### config.mk
export PLATFORM = sky130hd
export DESIGN_NAME = cgra_config_loader_flat
export DESIGN_NICKNAME = d
export VERILOG_FILES = /design/src/rtl/cgra_config_loader_if.sv /design/src/rtl/cgra_config_loader.sv /design/src/flat_wrapper.sv
export SDC_FILE = /design/constraint.sdc
export NUM_CORES = 1
export LEC_CHECK = 0
export ABC_CLOCK_PERIOD_IN_PS = 2400
export CAP_MARGIN = 30
export CORE_ASPECT_RATIO = 1.5
export CORE_UTILIZATION = 40
export CTS_BUF_LIST = sky130_fd_sc_hd__clkbuf_16
export DETAILED_ROUTE_END_ITERATION = 6
export PLACE_DENSITY = 0.58
export SYNTH_ARGS = -nofsm -noshare
export SYNTH_HDL_FRONTEND = slang
export SYNTH_SLANG_ARGS = --single-unit
### constraint.sdc
create_clock -name clock -period 2.4 [get_ports clock]
set_input_delay 0.48 -clock clock [delete_from_list [all_inputs] [get_ports clock]]
set_output_delay 0.48 -clock clock [all_outputs]
set_load 0.01 [all_outputs]
### src/rtl/cgra_config_loader_if.sv
// Handshake bundle between the CGRA config loader, its bitstream configurator and the array.
// The master modport is the loader's view; slave is the surrounding system's view.
interface cgra_config_loader_if;
  logic        start;
  logic        cfg_sync_reset;
  logic        cfg_enable;
  logic        cfg_bitstream;
  logic        cfg_done;
  logic        chain_bitstream;
  logic        chain_enable;
  logic        cgra_reset;
  logic        expected_parity;
  logic        busy;
  logic        loaded;
  logic        error;
  logic [31:0] bit_count;

  modport master (
    input  start, cfg_bitstream, cfg_done, expected_parity,
    output cfg_sync_reset, cfg_enable, chain_bitstream, chain_enable,
           cgra_reset, busy, loaded, error, bit_count
  );

  modport slave (
    output start, cfg_bitstream, cfg_done, expected_parity,
    input  cfg_sync_reset, cfg_enable, chain_bitstream, chain_enable,
           cgra_reset, busy, loaded, error, bit_count
  );
endinterface

### src/rtl/cgra_config_loader.sv
// Resets a bitstream configurator, streams NUM_BITS bits into the CGRA config chain, then releases the array.
// Optional chain parity check: define CGRA_CONFIG_LOADER_PARITY_EN.
module cgra_config_loader #(
  parameter int NUM_BITS      = 772,
  parameter int SETTLE_CYCLES = 4,
  parameter int DONE_TIMEOUT  = 8
) (
  input  logic                  clock,
  input  logic                  sync_reset,
  cgra_config_loader_if.master  bus
);

  typedef enum logic [2:0] {IDLE, CFG_RST, SHIFT, DRAIN, SETTLE, RUN} state_e;

  localparam logic [31:0] SHIFT_LAST  = 32'(NUM_BITS - 1);
  localparam logic [31:0] SETTLE_LAST = (SETTLE_CYCLES == 0) ? 32'd0 : 32'(SETTLE_CYCLES - 1);
  localparam logic [31:0] DRAIN_LAST  = (DONE_TIMEOUT == 0)  ? 32'd0 : 32'(DONE_TIMEOUT - 1);

  state_e      state_q, state_d;
  logic [31:0] cnt_q, cnt_d;
  logic [31:0] bit_count_q;
  logic        cfg_srst_q, cfg_en_q;
  logic        en_d1_q, chain_en_q, chain_bit_q;
  logic        error_q, error_d;
  logic        pulse_seen_q, pulse_seen_d;
  logic        done_seen_q, done_seen_d;
  logic        start_accept, last_pulse, parity_ok;
  logic        pulse_ok, done_ok;

`ifdef CGRA_CONFIG_LOADER_PARITY_EN
  logic parity_q;
  // Fold in a bit still on the chain this cycle so the decision never lags the last pulse.
  assign parity_ok = ((parity_q ^ (chain_en_q & chain_bit_q)) == bus.expected_parity);
`else
  assign parity_ok = 1'b1;
`endif

  assign start_accept = bus.start && ((state_q == IDLE) || (state_q == RUN));
  assign last_pulse   = chain_en_q && !en_d1_q;
  assign pulse_ok     = pulse_seen_q || last_pulse;
  assign done_ok      = done_seen_q || bus.cfg_done;

  always_comb begin
    // NOTE: every always_comb output gets a default first so no path can infer a latch.
    state_d      = state_q;
    error_d      = error_q;
    pulse_seen_d = pulse_seen_q;
    done_seen_d  = done_seen_q;

    unique case (state_q)
      IDLE, RUN: begin
        if (start_accept) begin
          state_d = CFG_RST;
          error_d = 1'b0;
        end
      end
      CFG_RST: begin
        state_d      = SHIFT;
        pulse_seen_d = 1'b0;
        done_seen_d  = 1'b0;
      end
      SHIFT: begin
        // A done during shifting means the configurator holds fewer bits than the chain.
        if (bus.cfg_done) begin
          state_d = IDLE;
          error_d = 1'b1;
        end else if (cnt_q == SHIFT_LAST) begin
          state_d = DRAIN;
        end
      end
      DRAIN: begin
        pulse_seen_d = pulse_ok;
        done_seen_d  = done_ok;
        if (pulse_ok && done_ok) begin
          if (parity_ok) begin
            state_d = SETTLE;
          end else begin
            state_d = IDLE;
            error_d = 1'b1;
          end
        end else if (cnt_q == DRAIN_LAST) begin
          state_d = IDLE;
          error_d = 1'b1;
        end
      end
      SETTLE: begin
        if (cnt_q == SETTLE_LAST) state_d = RUN;
      end
      default: state_d = IDLE;
    endcase

    if (sync_reset) begin
      state_d = IDLE;
      error_d = 1'b0;
    end

    cnt_d = (state_d != state_q) ? 32'd0 : cnt_q + 32'd1;
  end

  always_ff @(posedge clock) begin
    // NOTE: sequential state uses non-blocking assignments so every flop samples pre-edge values.
    if (sync_reset) begin
      state_q      <= IDLE;
      cnt_q        <= '0;
      cfg_srst_q   <= 1'b1;
      cfg_en_q     <= 1'b0;
      en_d1_q      <= 1'b0;
      chain_en_q   <= 1'b0;
      chain_bit_q  <= 1'b0;
      error_q      <= 1'b0;
      bit_count_q  <= '0;
      pulse_seen_q <= 1'b0;
      done_seen_q  <= 1'b0;
`ifdef CGRA_CONFIG_LOADER_PARITY_EN
      parity_q     <= 1'b0;
`endif
    end else begin
      state_q      <= state_d;
      cnt_q        <= cnt_d;
      error_q      <= error_d;
      pulse_seen_q <= pulse_seen_d;
      done_seen_q  <= done_seen_d;
      cfg_srst_q   <= (state_d == CFG_RST);
      cfg_en_q     <= (state_d == SHIFT);
      if (start_accept) begin
        en_d1_q     <= 1'b0;
        chain_en_q  <= 1'b0;
        chain_bit_q <= 1'b0;
        bit_count_q <= '0;
`ifdef CGRA_CONFIG_LOADER_PARITY_EN
        parity_q    <= 1'b0;
`endif
      end else begin
        // Configurator bit appears the cycle after its enable; it reaches the chain one cycle later.
        en_d1_q     <= cfg_en_q;
        chain_en_q  <= en_d1_q;
        chain_bit_q <= en_d1_q & bus.cfg_bitstream;
        if (chain_en_q && (bit_count_q != 32'hFFFF_FFFF)) bit_count_q <= bit_count_q + 32'd1;
`ifdef CGRA_CONFIG_LOADER_PARITY_EN
        parity_q    <= parity_q ^ (chain_en_q & chain_bit_q);
`endif
      end
    end
  end

  assign bus.cfg_sync_reset  = cfg_srst_q;
  assign bus.cfg_enable      = cfg_en_q;
  assign bus.chain_enable    = chain_en_q;
  assign bus.chain_bitstream = chain_bit_q;
  assign bus.cgra_reset      = (state_q != RUN);
  assign bus.busy            = (state_q != IDLE) && (state_q != RUN);
  assign bus.loaded          = (state_q == RUN);
  assign bus.error           = error_q;
  assign bus.bit_count       = bit_count_q;

endmodule

### src/flat_wrapper.sv
// flat-port wrapper written by rule: the top's interface ports become plain ports
module cgra_config_loader_flat 
#(
  parameter int NUM_BITS      = 772,
  parameter int SETTLE_CYCLES = 4,
  parameter int DONE_TIMEOUT  = 8
)
  (clock, sync_reset, bus_start, bus_cfg_bitstream, bus_cfg_done, bus_expected_parity, bus_cfg_sync_reset, bus_cfg_enable, bus_chain_bitstream, bus_chain_enable, bus_cgra_reset, bus_busy, bus_loaded, bus_error, bus_bit_count);
  cgra_config_loader_if bus_i ();
  input  logic clock;
  input  logic sync_reset;
  input wire logic [$bits(bus_i.start)-1:0] bus_start;
  input wire logic [$bits(bus_i.cfg_bitstream)-1:0] bus_cfg_bitstream;
  input wire logic [$bits(bus_i.cfg_done)-1:0] bus_cfg_done;
  input wire logic [$bits(bus_i.expected_parity)-1:0] bus_expected_parity;
  output wire logic [$bits(bus_i.cfg_sync_reset)-1:0] bus_cfg_sync_reset;
  output wire logic [$bits(bus_i.cfg_enable)-1:0] bus_cfg_enable;
  output wire logic [$bits(bus_i.chain_bitstream)-1:0] bus_chain_bitstream;
  output wire logic [$bits(bus_i.chain_enable)-1:0] bus_chain_enable;
  output wire logic [$bits(bus_i.cgra_reset)-1:0] bus_cgra_reset;
  output wire logic [$bits(bus_i.busy)-1:0] bus_busy;
  output wire logic [$bits(bus_i.loaded)-1:0] bus_loaded;
  output wire logic [$bits(bus_i.error)-1:0] bus_error;
  output wire logic [$bits(bus_i.bit_count)-1:0] bus_bit_count;
  assign bus_i.start = bus_start;
  assign bus_i.cfg_bitstream = bus_cfg_bitstream;
  assign bus_i.cfg_done = bus_cfg_done;
  assign bus_i.expected_parity = bus_expected_parity;
  assign bus_cfg_sync_reset = bus_i.cfg_sync_reset;
  assign bus_cfg_enable = bus_i.cfg_enable;
  assign bus_chain_bitstream = bus_i.chain_bitstream;
  assign bus_chain_enable = bus_i.chain_enable;
  assign bus_cgra_reset = bus_i.cgra_reset;
  assign bus_busy = bus_i.busy;
  assign bus_loaded = bus_i.loaded;
  assign bus_error = bus_i.error;
  assign bus_bit_count = bus_i.bit_count;
  cgra_config_loader #(.NUM_BITS(NUM_BITS), .SETTLE_CYCLES(SETTLE_CYCLES), .DONE_TIMEOUT(DONE_TIMEOUT)) u_core (.clock(clock), .sync_reset(sync_reset), .bus(bus_i));
endmodule
==> flow_metrics.tcl, run 1 <==
set metrics [dict create \
    outcome "finished clean" \
    final.setup.tns_ps 0 \
    core_area_um2 9310 \
    wire_length_after_detailed_routing_um 9560 \
    synth-main-ff-cell "dfxtp_1" \
    clkPwrFrac_pct 50.1 \
    async_reset_ff_share_pct 0 \
    timing.slew.headroom_pct 70.3 \
    clock-sinks 75 \
    synthCells 448 \
    dieHeight_um 122 \
    final-max-slew-violation-count 0 \
    rsz0062_at_grt "false" \
    post_drt_wl_per_cell_um 15.2 \
    drt_pre_antenna_iters 4 \
    worst_setup_path_start_kind "flop" \
    synthTopCellsByCount "dfxtp_1 (75), nor3_1 (46), nor2_1 (41)" \
    min-delay-start "u_core.pulse_seen_q" \
    syn_to_final_growth_pct 26.8 \
    synth-edff-count 0 \
    placement_rows 43 \
    netlist.top_cell.by_area "dfxtp_1" \
    max_freq_ghz 0.441 \
    antenna_found_initial 0 \
    grtUsageTotal_pct 20.9 \
    worstSetupEndpointType "flop" \
    pwr_density_cell_nw_per_um2 601 \
    layout_min_cycle_time_ps 2270 \
    combPwrFrac_pct 6.5 \
    layout_setup_ws_ps 134 \
    final_net_count 521 \
    floorplan.initialDensity_pct 41.5 \
    grt_pass1_wl_um 16000 \
    postSynthNetCount 457 \
    detailed_place.area_um2 4570 \
    die_width_um 82.2 \
    globalplace.congestion 0.820 \
    route.detailed.vias_per_inst 5.69 \
    worst_hold_path.endpoint "u_core.pulse_seen_q" \
    share_seq_of_total_power_pct 43.4 \
    clock_path_buffers 2 \
    antenna_cells_inserted 0 \
    rr_worst_depth 6 \
    timing.final.hold_violations 0 \
    top_cell_type_s_share_of_synthesized_area_pct 38.9 \
    yosys_warnings 0 \
    worst-setup-path-type "flop to flop" \
    sw_frac_of_total_pct 23.3 \
    totalPowerFinal_mw 2.94 \
    detail-route-antenna-nets 0 \
    number_of_global_route_vias_before_repair 3461 \
    post_synth.cell_area_avg_um2 8.62 \
    yosys-top-cells-area "dfxtp_1 (39%), xnor2_1 (7.9%), nor3_1 (6.0%), nor2_1 (4.0%), xor2_1 (3.6%)" \
    grt_max_degree 33 \
    final_min_period_over_clock_period_pct 94.4 \
    tritoncts "built" \
    worstHoldPathType "flop to flop" \
    power.static_leakage_nw 1.57 \
    whs_path_depth 2 \
    arrival_ps 2490 \
    cp.required_ps 2620 \
    clock_tree.root_cell "clkbuf_16" \
    hpwl_reported_at_the_end_of_detailed_placement_um 6860 \
    post_synth_num_cell_types 58 \
    finalSetupViolations 0 \
    switchingPower_mw 0.685 \
    drcViolationCount 0 \
    cts_hold_buffers 0 \
    drtIter0Drc 169 \
    floorplan.die_area_um2 10100 \
    buffer_ports.inserted 44 \
    route.vias.total 3582 \
    dp_slack_ps 129 \
    insertion_delay_ps 340 \
    clkSlewWorstSetupHoldPaths_ps 60 \
    global_route.overflow_total 0 \
    max_cap_violations 0 \
    worst_slew_pin_slew_ps 445 \
    clock_skew_ps 13.8 \
    ctsHtreeMaxLevel 3 \
    timing.rr.end "u_core.cnt_q[22]" \
    nFillCells 869 \
    synthMostInstantiatedCell "dfxtp_1" \
    cts_made_buffers 9 \
    regToRegSetupSlack_ps 130 \
    synthesis.area_um2 3860 \
    cellInternalPower_mw 2.26 \
    final_area_um2 4900 \
    whs_ps 472 \
    postSynthRegisterBits 75 \
    critPathMaxFanout 28 \
    seq_area_frac_synth_pct 38.9 \
    worstReg2RegStart "u_core.cnt_q[26]" \
    io_pins 46 \
    worst_ir_drop_vdd_v 0.000424 \
    final_layout_size_suffix_gt1_share_pct 12.8 \
]
==> layout make-up <==
class / instances / area (µm²) / area share (%)
well taps: 112 / 140 / 2.86
repair buffers: 76 / 706 / 14.4
clock inverters: 7 / 101 / 2.07
flip-flops and latches: 75 / 1500 / 30.7
inverters: 11 / 41.3 / 0.843
clock buffers: 9 / 225 / 4.60
multi-input cells: 339 / 2180 / 44.6
==> worst max path at each step <==
stage | from | endpoint | slack (ps) | cells after the start
after floorplan | u_core.bus.bit_count[0] | u_core.bus.bit_count[28] | 360 | 8
after global placement | u_core.cnt_q[26] | u_core.cnt_q[20] | 170 | 6
after detailed placement | u_core.cnt_q[26] | u_core.cnt_q[13] | 130 | 6
after CTS | u_core.cnt_q[26] | u_core.cnt_q[26] | 130 | 6
after global routing | u_core.cnt_q[27] | u_core.cnt_q[23] | 50 | 6
final | u_core.cnt_q[26] | u_core.cnt_q[22] | 130 | 6
==> per-layer routing <==
metal	up-vias	routed length, µm	track usage (%)
met2	79	5120	37.4
li1	1767	-	-
met1	1720	3920	22.5
met4	0	244	10.6
met5	-	0	0
met3	16	281	4.24
==> critical path, stage by stage (launching register included) <==
cell and delay [ps]:
dfxtp_1 340, or3_1 430, or4_1 480, or3_4 380
a21oi_4 230, buf_12 210, nor3_1 80
==> power groups by stage <==
stage	sequential (mW)	combinational [mW]	clock, mW
5_1_grt	1.28	0.210	1.57
6_report	1.28	0.190	1.48
4_1_cts	1.28	0.194	1.52
3_3_place_gp	1.30	0.191	0
2_1_floorplan	1.30	0.124	0
3_5_place_dp	1.30	0.194	0
==> stage by stage <==
stage | utilization [%] | cells
detailed placement | 49.1 | 613
finish | 52.6 | 629
floorplan | - | 448
global placement | 49.1 | 613
CTS | 52.6 | 629
global route | 52.6 | 629
==> placed cells by master, fill, tap and decap left out, types with 5 or more instances in the layout <==
cell             Yosys  final
a21oi_1             13     13
and2_1               6      6
and3_1               8      8
buf_4                1     30
clkbuf_16            0      9
clkdlybuf4s50_1      0     44
dfxtp_1             75     75
inv_1               10     10
nand2_1             30     30
nand3_1             27     27
nand4_1             11     11
nor2_1              41     41
nor3_1              46     46
nor3b_1              6      6
nor4_1              16     16
o211ai_1             6      6
o21ai_0              7      6
o31ai_1              6      6
or3_1                5      5
or4_1               10     10
xnor2_1             35     35
xor2_1              16     16
==> repair_timing <==
item                                    4_1_cts  5_1_grt
resized for setup                             0        1
buffers inserted                              0        0
endpoints found under the setup margin        0        2
==> state kept, by name (all words and copies together) (netlist names) <==
| signal | flops |
|---|---|
| u_core.bus.chain_enable | 1 |
| u_core.bus.bit_count | 32 |
| u_core.done_seen_q | 1 |
| u_core.bus.cfg_sync_reset | 1 |
| u_core.en_d1_q | 1 |
| u_core.cnt_q | 32 |
| u_core.bus.cfg_enable | 1 |
| u_core.bus.error | 1 |
| u_core.pulse_seen_q | 1 |
| u_core.state_q | 3 |
| u_core.bus.chain_bitstream | 1 |
==> cell families (layout without fill, tap and decap cells) <==
family,count (synthesis),in the layout,share of synthesized area [%]
and+or+nand+nor,229,229,32.8
DFF,75,75,38.9
AOI/OAI and AO/OA,55,55,10.9
xor gates and xnor gates,51,51,11.6
buffers and inverters,34,103,4.63
adders and majority gates,3,3,0.972
muxes,1,1,0.259
Power figures use the tool's default switching activity.
==> run 2, diff against run 1 <==
Settings changed: ABC_AREA set to 1.
==> run 2 against run 1 <==
Flip-flop and latch count is the same. Clock skew shrank 1.3 ps. Critical path type unchanged. First-iteration DRC count grew 11%. Non-clock buffer count shrank 26. Largest cell class unchanged. Core utilization shrank 2.6 points. Global-route usage grew 0.10 points. Clock power shrank 9%. Via count grew 9.9%. Critical endpoint is now u_core.bus.bit_count[8]. Critical path depth grew 5. Worst hold slack lost 32 ps. Routed wire length grew 13%.
==> flow_metrics.tcl, run 2 <==
set metrics [dict create \
    postSynthNetCount 638 \
    rsz0062_at_grt "false" \
    mostFrequentLayoutCell "nand2_1" \
    netlist.top_cell.by_area "dfxtp_1" \
    yosys-top-cells-area "dfxtp_1 (36%), nand2_1 (15%), nor2_1 (9.6%), xor2_1 (8.1%), inv_1 (6.4%)" \
    top_cell_type_s_share_of_synthesized_area_pct 35.6 \
    grt_max_degree 33 \
    clock-sinks 75 \
    outcome "finished clean" \
    cts_setup_buffers 0 \
    global_route.overflow_total 0 \
    synth-main-ff-cell "dfxtp_1" \
    buffer_ports.inserted 44 \
    layout_setup_ws_ps 308 \
    worst_setup_path_start_kind "flop" \
    switchingPower_mw 0.679 \
    cp.required_ps 2630 \
    whs_path_depth 2 \
    synthCells 629 \
    post_drt_wl_per_cell_um 13.1 \
    post_synth.cell_area_avg_um2 6.71 \
    dp_slack_ps 224 \
    timing.rr.end "u_core.bus.bit_count[8]" \
    route.detailed.vias_per_inst 4.78 \
    route.vias.total 3938 \
    drcViolationCount 0 \
    detail-route-antenna-nets 0 \
    ctsHtreeMaxLevel 3 \
    worst_ir_drop_vdd_v 0.000552 \
    floorplan.die_area_um2 11000 \
    worst_hold_path.endpoint "u_core.en_d1_q" \
    finalSetupViolations 0 \
    final_layout_size_suffix_gt1_share_pct 7.91 \
    async_reset_ff_share_pct 0 \
    final-max-slew-violation-count 0 \
    rr_worst_depth 11 \
    syn_to_final_growth_pct 20.7 \
    antenna_cells_inserted 0 \
    core_area_um2 10200 \
    postSynthRegisterBits 75 \
    final_area_um2 5090 \
    layout.core_utilization_pct 50.0 \
    die_width_um 85.9 \
    max_freq_ghz 0.478 \
    layout_common_cells "nand2_1 (168), nor2_1 (108), dfxtp_1 (75)" \
    tritoncts "built" \
    cellInternalPower_mw 2.14 \
    number_of_global_route_vias_before_repair 3865 \
    grtUsageTotal_pct 21.0 \
    antenna_found_initial 0 \
    cts_hold_buffers 0 \
    drtIter0Drc 187 \
    seq_area_frac_synth_pct 35.6 \
    drt_pre_antenna_iters 5 \
    arrival_ps 2320 \
    power.static_leakage_nw 1.79 \
    combinational_family_with_the_most_area_after_synthesis "simple AND/OR/NAND/NOR gates" \
    share_seq_of_total_power_pct 45.4 \
    clkPwrFrac_pct 47.9 \
    synthTopCellsByCount "nand2_1 (168), nor2_1 (108), dfxtp_1 (75)" \
    yosys.area_share.xor_xnor_pct 10.4 \
    worstHoldPathType "flop to flop" \
    clock_skew_ps 12.5 \
    detailed_place.area_um2 4800 \
    sw_frac_of_total_pct 24.1 \
    hpwl_reported_at_the_end_of_detailed_placement_um 8400 \
    worstSetupEndpointType "flop" \
    max_cap_violations 0 \
    final.setup.tns_ps 0 \
    globalplace.congestion 0.909 \
    worstReg2RegStart "u_core.bus.bit_count[0]" \
    nFillCells 1037 \
    synthMostInstantiatedCell "nand2_1" \
    whs_ps 440 \
    min-delay-start "u_core.bus.cfg_enable" \
    combPwrFrac_pct 6.6 \
    ctsResizeCount 0 \
    yosys_warnings 0 \
    synth.mux.area_fraction_pct 0 \
    cts_made_buffers 9 \
    pwr_density_cell_nw_per_um2 553 \
    post_synth_and_or_nand_nor_area_fraction_pct 36.9 \
    final_min_period_over_clock_period_pct 87.2 \
    wire_length_after_detailed_routing_um 10800 \
    insertion_delay_ps 340 \
    worst-setup-path-type "flop to flop" \
    worst_slew_pin_slew_ps 511 \
    synthesis.area_um2 4220 \
    synth-edff-count 0 \
    floorplan.initialDensity_pct 41.4 \
    layout_min_cycle_time_ps 2090 \
    timing.final.hold_violations 0 \
    clock_path_buffers 2 \
    grt_pass1_wl_um 17900 \
    post_synth_num_cell_types 35 \
    regToRegSetupSlack_ps 310 \
    post_synthesis_compound_gate_area_fraction_pct 6.79 \
    final_net_count 687 \
    clkSlewWorstSetupHoldPaths_ps 60 \
    placement_rows 45 \
    dieHeight_um 128 \
    adder_cell_share_of_the_synthesized_area_pct 0.889 \
    critPathMaxFanout 29 \
    io_pins 46 \
    clock_tree.root_cell "clkbuf_16" \
    timing.slew.headroom_pct 65.7 \
]
-- run 2: changes by cell type after synthesis, moves of 8 or more --
| cell | change |
|---|---|
| a21oi_1 | +16 |
| inv_1 | +62 |
| xnor2_1 | -24 |
| nor4_1 | -12 |
| or4_1 | -10 |
| xor2_1 | +23 |
| nor3_1 | -17 |
| nor2_1 | +67 |
| nand3_1 | -8 |
| nand2_1 | +138 |
-- run 2: area by class of cell --
class	instances	area (µm²)	share of cell area (%)
multi-input cells	464	2320	45.6
well taps	141	176	3.46
clock buffers	9	225	4.42
repair buffers	50	510	10.0
flip-flops and latches	75	1500	29.5
clock inverters	7	67.6	1.33
inverters	78	293	5.75
-- run 2: how the worst max path moves through the flow --
stage	slack, ps	end	startpoint
after global placement	260	u_core.cnt_q[22]	bus_cfg_done
final	310	u_core.bus.bit_count[8]	u_core.bus.bit_count[0]
after floorplan	660	u_core.bus.bit_count[10]	u_core.bus.bit_count[1]
after CTS	290	u_core.bus.bit_count[8]	u_core.bus.bit_count[0]
after detailed placement	220	u_core.cnt_q[31]	bus_cfg_done
after global routing	90	u_core.bus.bit_count[8]	u_core.bus.bit_count[0]
-- run 2: per-stage QoR --
step | power, mW | cells
2_1_floorplan | 1.44 | 629
3_3_place_gp | 1.49 | 808
3_5_place_dp | 1.50 | 808
4_1_cts | 2.85 | 824
5_1_grt | 2.93 | 824
6_report | 2.82 | 824
-- run 2: power groups by stage --
| stage | sequential, mW | clock, mW | combinational [mW] |
|---|---|---|---|
| 3_3_place_gp | 1.31 | 0 | 0.188 |
| 2_1_floorplan | 1.31 | 0 | 0.128 |
| 4_1_cts | 1.28 | 1.38 | 0.190 |
| 3_5_place_dp | 1.31 | 0 | 0.190 |
| 6_report | 1.28 | 1.35 | 0.187 |
| 5_1_grt | 1.28 | 1.44 | 0.208 |
-- run 2: metal layers --
| metal | GRT usage, % | vias up | share of wire (%) |
|---|---|---|---|
| met4 | 13.7 | 0 | 5.1 |
| li1 | - | 2070 | - |
| met1 | 21.5 | 1774 | 40 |
| met3 | 3.16 | 29 | 2.2 |
| met2 | 38.9 | 65 | 53 |
| met5 | 0 | - | 0 |
-- run 2: cells by family (layout without fill, tap and decap cells) --
| logic type | count (synthesis) | count (layout) |
|---|---|---|
| AO/OA/AOI/OAI | 49 | 49 |
| adder cells (fa/ha/maj) | 3 | 3 |
| AND/OR/NAND/NOR | 362 | 362 |
| XOR/XNOR | 50 | 50 |
| flip-flops | 75 | 75 |
| buffers and inverters | 90 | 144 |
-- run 2: worst max-delay path, stage by stage (launching register included) --
cell and delay (ps):
dfxtp_1 330, ha_1 260, nand3_1 170, inv_1 80, nand2_1 110, nor2_2 60, nand2_1 70, nand2_2 60
inv_2 390, nand3_1 210, o21ai_1 180, a21oi_1 50
==> run 3, diff against run 2 <==
Settings changed: CORE_UTILIZATION 40 to 55, PLACE_DENSITY 0.58 to 0.76.
==> run 3 against run 2 <==
First-iteration DRC count decreased by 29%. Critical path type unchanged. Critical endpoint unchanged. Core utilization grew 19 points. Die area fell by 27%. Largest power group unchanged. Critical path depth stayed put. Total power increased by 2.0%.
==> flow_metrics.tcl, run 3 (synthesis results as in run 2) <==
set metrics [dict create \
    critPathMaxFanout 29 \
    max_freq_ghz 0.464 \
    mostFrequentLayoutCell "nand2_1" \
    dieHeight_um 109 \
    insertion_delay_ps 330 \
    area_of_combinational_cells_with_multiple_inputs_um2 2320 \
    cp.required_ps 2620 \
    path_cells "ha_1 -> nand3_1 -> inv_1 -> nand2_1 -> nor2_2 -> nand2_1 -> nand2_2 -> inv_2 -> nand3_1 -> o21ai_1 -> a21oi_1" \
    final-max-slew-violation-count 0 \
    globalplace.congestion 0.940 \
    share_seq_of_total_power_pct 44.6 \
    timing.slew.headroom_pct 66.0 \
    path_delay_family "simple AND/OR/NAND/NOR gates" \
    arrival_ps 2380 \
    totalPowerFinal_mw 2.87 \
    max_cap_violations 0 \
    final_min_period_over_clock_period_pct 89.8 \
    worst_setup_path_start_kind "flop" \
    layout_common_cells "nand2_1 (168), nor2_1 (108), dfxtp_1 (75)" \
    drtIter0Drc 132 \
    route.detailed.vias_per_inst 5.13 \
    syn_to_final_growth_pct 19.6 \
    placement_rows 38 \
    final_net_count 686 \
    pwr_density_cell_nw_per_um2 569 \
    global_route.overflow_total 0 \
    switchingPower_mw 0.641 \
    rsz0062_at_grt "false" \
    route.vias.total 4011 \
    layout.core_utilization_pct 69.0 \
    worst-setup-path-type "flop to flop" \
    wire_length_after_detailed_routing_um 10300 \
    tritoncts "built" \
    critical_path.n_buffers_inverters 2 \
    hpwl_reported_at_the_end_of_detailed_placement_um 7850 \
    worstHoldPathType "flop to flop" \
    critical_path.slowest_cell "inv_2" \
    outcome "finished clean" \
    floorplan.die_area_um2 8040 \
    clkSlewWorstSetupHoldPaths_ps 60 \
    floorplan.initialDensity_pct 57.7 \
    buffer_ports.inserted 44 \
    placed_cells_incl_taps 766 \
    final_layout_size_suffix_gt1_share_pct 7.92 \
    grtUsageTotal_pct 27.5 \
    number_of_global_route_vias_before_repair 3907 \
    antenna_cells_inserted 0 \
    timing.final.hold_violations 0 \
    regToRegSetupSlack_ps 240 \
    post_drt_wl_per_cell_um 13.2 \
    worstSetupEndpointType "flop" \
    drt_pre_antenna_iters 4 \
    whs_ps 434 \
    clock-sinks 75 \
    combPwrFrac_pct 6.4 \
    cellInternalPower_mw 2.23 \
    cts_made_buffers 9 \
    nFillCells 680 \
    clock_skew_ps 5.75 \
    grt_pass1_wl_um 16900 \
    final.setup.tns_ps 0 \
    io_pins 46 \
    worst_ir_drop_vdd_v 0.000451 \
    grt_max_degree 33 \
    ctsHtreeMaxLevel 3 \
    detail-route-antenna-nets 0 \
    antenna_found_initial 0 \
    cts_hold_buffers 0 \
    layout_min_cycle_time_ps 2160 \
    sequential_cell_area_um2 1500 \
    ctsResizeCount 0 \
    power.static_leakage_nw 1.81 \
    sw_frac_of_total_pct 22.3 \
    worst_slew_pin_slew_ps 509 \
    cts_setup_buffers 0 \
    max_stage_delay_ps 390 \
    clock_tree.root_cell "clkbuf_16" \
    clock_path_buffers 2 \
    drcViolationCount 0 \
    core_area_um2 7320 \
    clkPwrFrac_pct 49.0 \
    layout.cells.non_filler 782 \
    die_width_um 73.5 \
    finalSetupViolations 0 \
]
==> run 3: changes by cell type in the layout (fill, tap and decap cells not counted) <==
| cell | previous run | this run |
|---|---|---|
| bufinv_16 | 1 | 2 |
| clkinvlp_4 | 1 | 0 |
| buf_4 | 4 | 3 |
| clkinv_4 | 1 | 0 |
| inv_6 | 1 | 0 |
| clkinv_2 | 1 | 4 |
| inv_1 | 72 | 73 |
| clkinv_1 | 2 | 0 |
==> run 3: layer usage <==
layer / up-vias / track usage, % / wire, µm
met3: 43 / 3.85 / 299
met4: 0 / 17.7 / 572
met5: - / 0 / 0
met2: 97 / 52.7 / 5500
met1: 1810 / 26.7 / 3930
li1: 2061 / - / -
==> run 3: metrics by stage <==
step                instance area [µm²]  worst slack [ps]
floorplan                          4220               658
global placement                   4740               286
detailed placement                 4740               224
CTS                                5050               247
global route                       5050              63.8
finish                             5050               244
==> run 3: power groups by stage <==
stage                     registers (mW)  logic, mW  clock network [mW]
final                               1.28      0.185                1.41
after floorplan                     1.31      0.128                   0
after global routing                1.28      0.202                1.48
after global placement              1.31      0.181                   0
after detailed placement            1.31      0.185                   0
after CTS                           1.28      0.186                1.42
==> run 3: final timing paths <==
path	startpoint	endpoint	depth (start not counted)
worst max-delay path	u_core.bus.bit_count[0]	u_core.bus.bit_count[8]	11
worst min-delay path	u_core.bus.cfg_enable	u_core.en_d1_q	2
worst max register to register	u_core.bus.bit_count[0]	u_core.bus.bit_count[8]	11
worst min register to register	u_core.bus.cfg_enable	u_core.en_d1_q	2
==> run 3: final cells by class <==
type / instances / area share, %
Tap cell: 100 / 2.48
Timing Repair Buffer: 49 / 9.96
Multi-Input combinational cell: 464 / 45.9
Sequential cell: 75 / 29.7
Clock inverter: 7 / 1.66
Inverter: 78 / 5.79
Clock buffer: 9 / 4.46
==> run 3: worst register-to-register path, cell delays in order, from the launching register on <==
cell     delay [ps]
dfxtp_1         360
ha_1            280
nand3_1         170
inv_1            90
nand2_1         110
nor2_2           60
nand2_1          70
nand2_2          70
inv_2           390
nand3_1         230
o21ai_1         170
a21oi_1          50
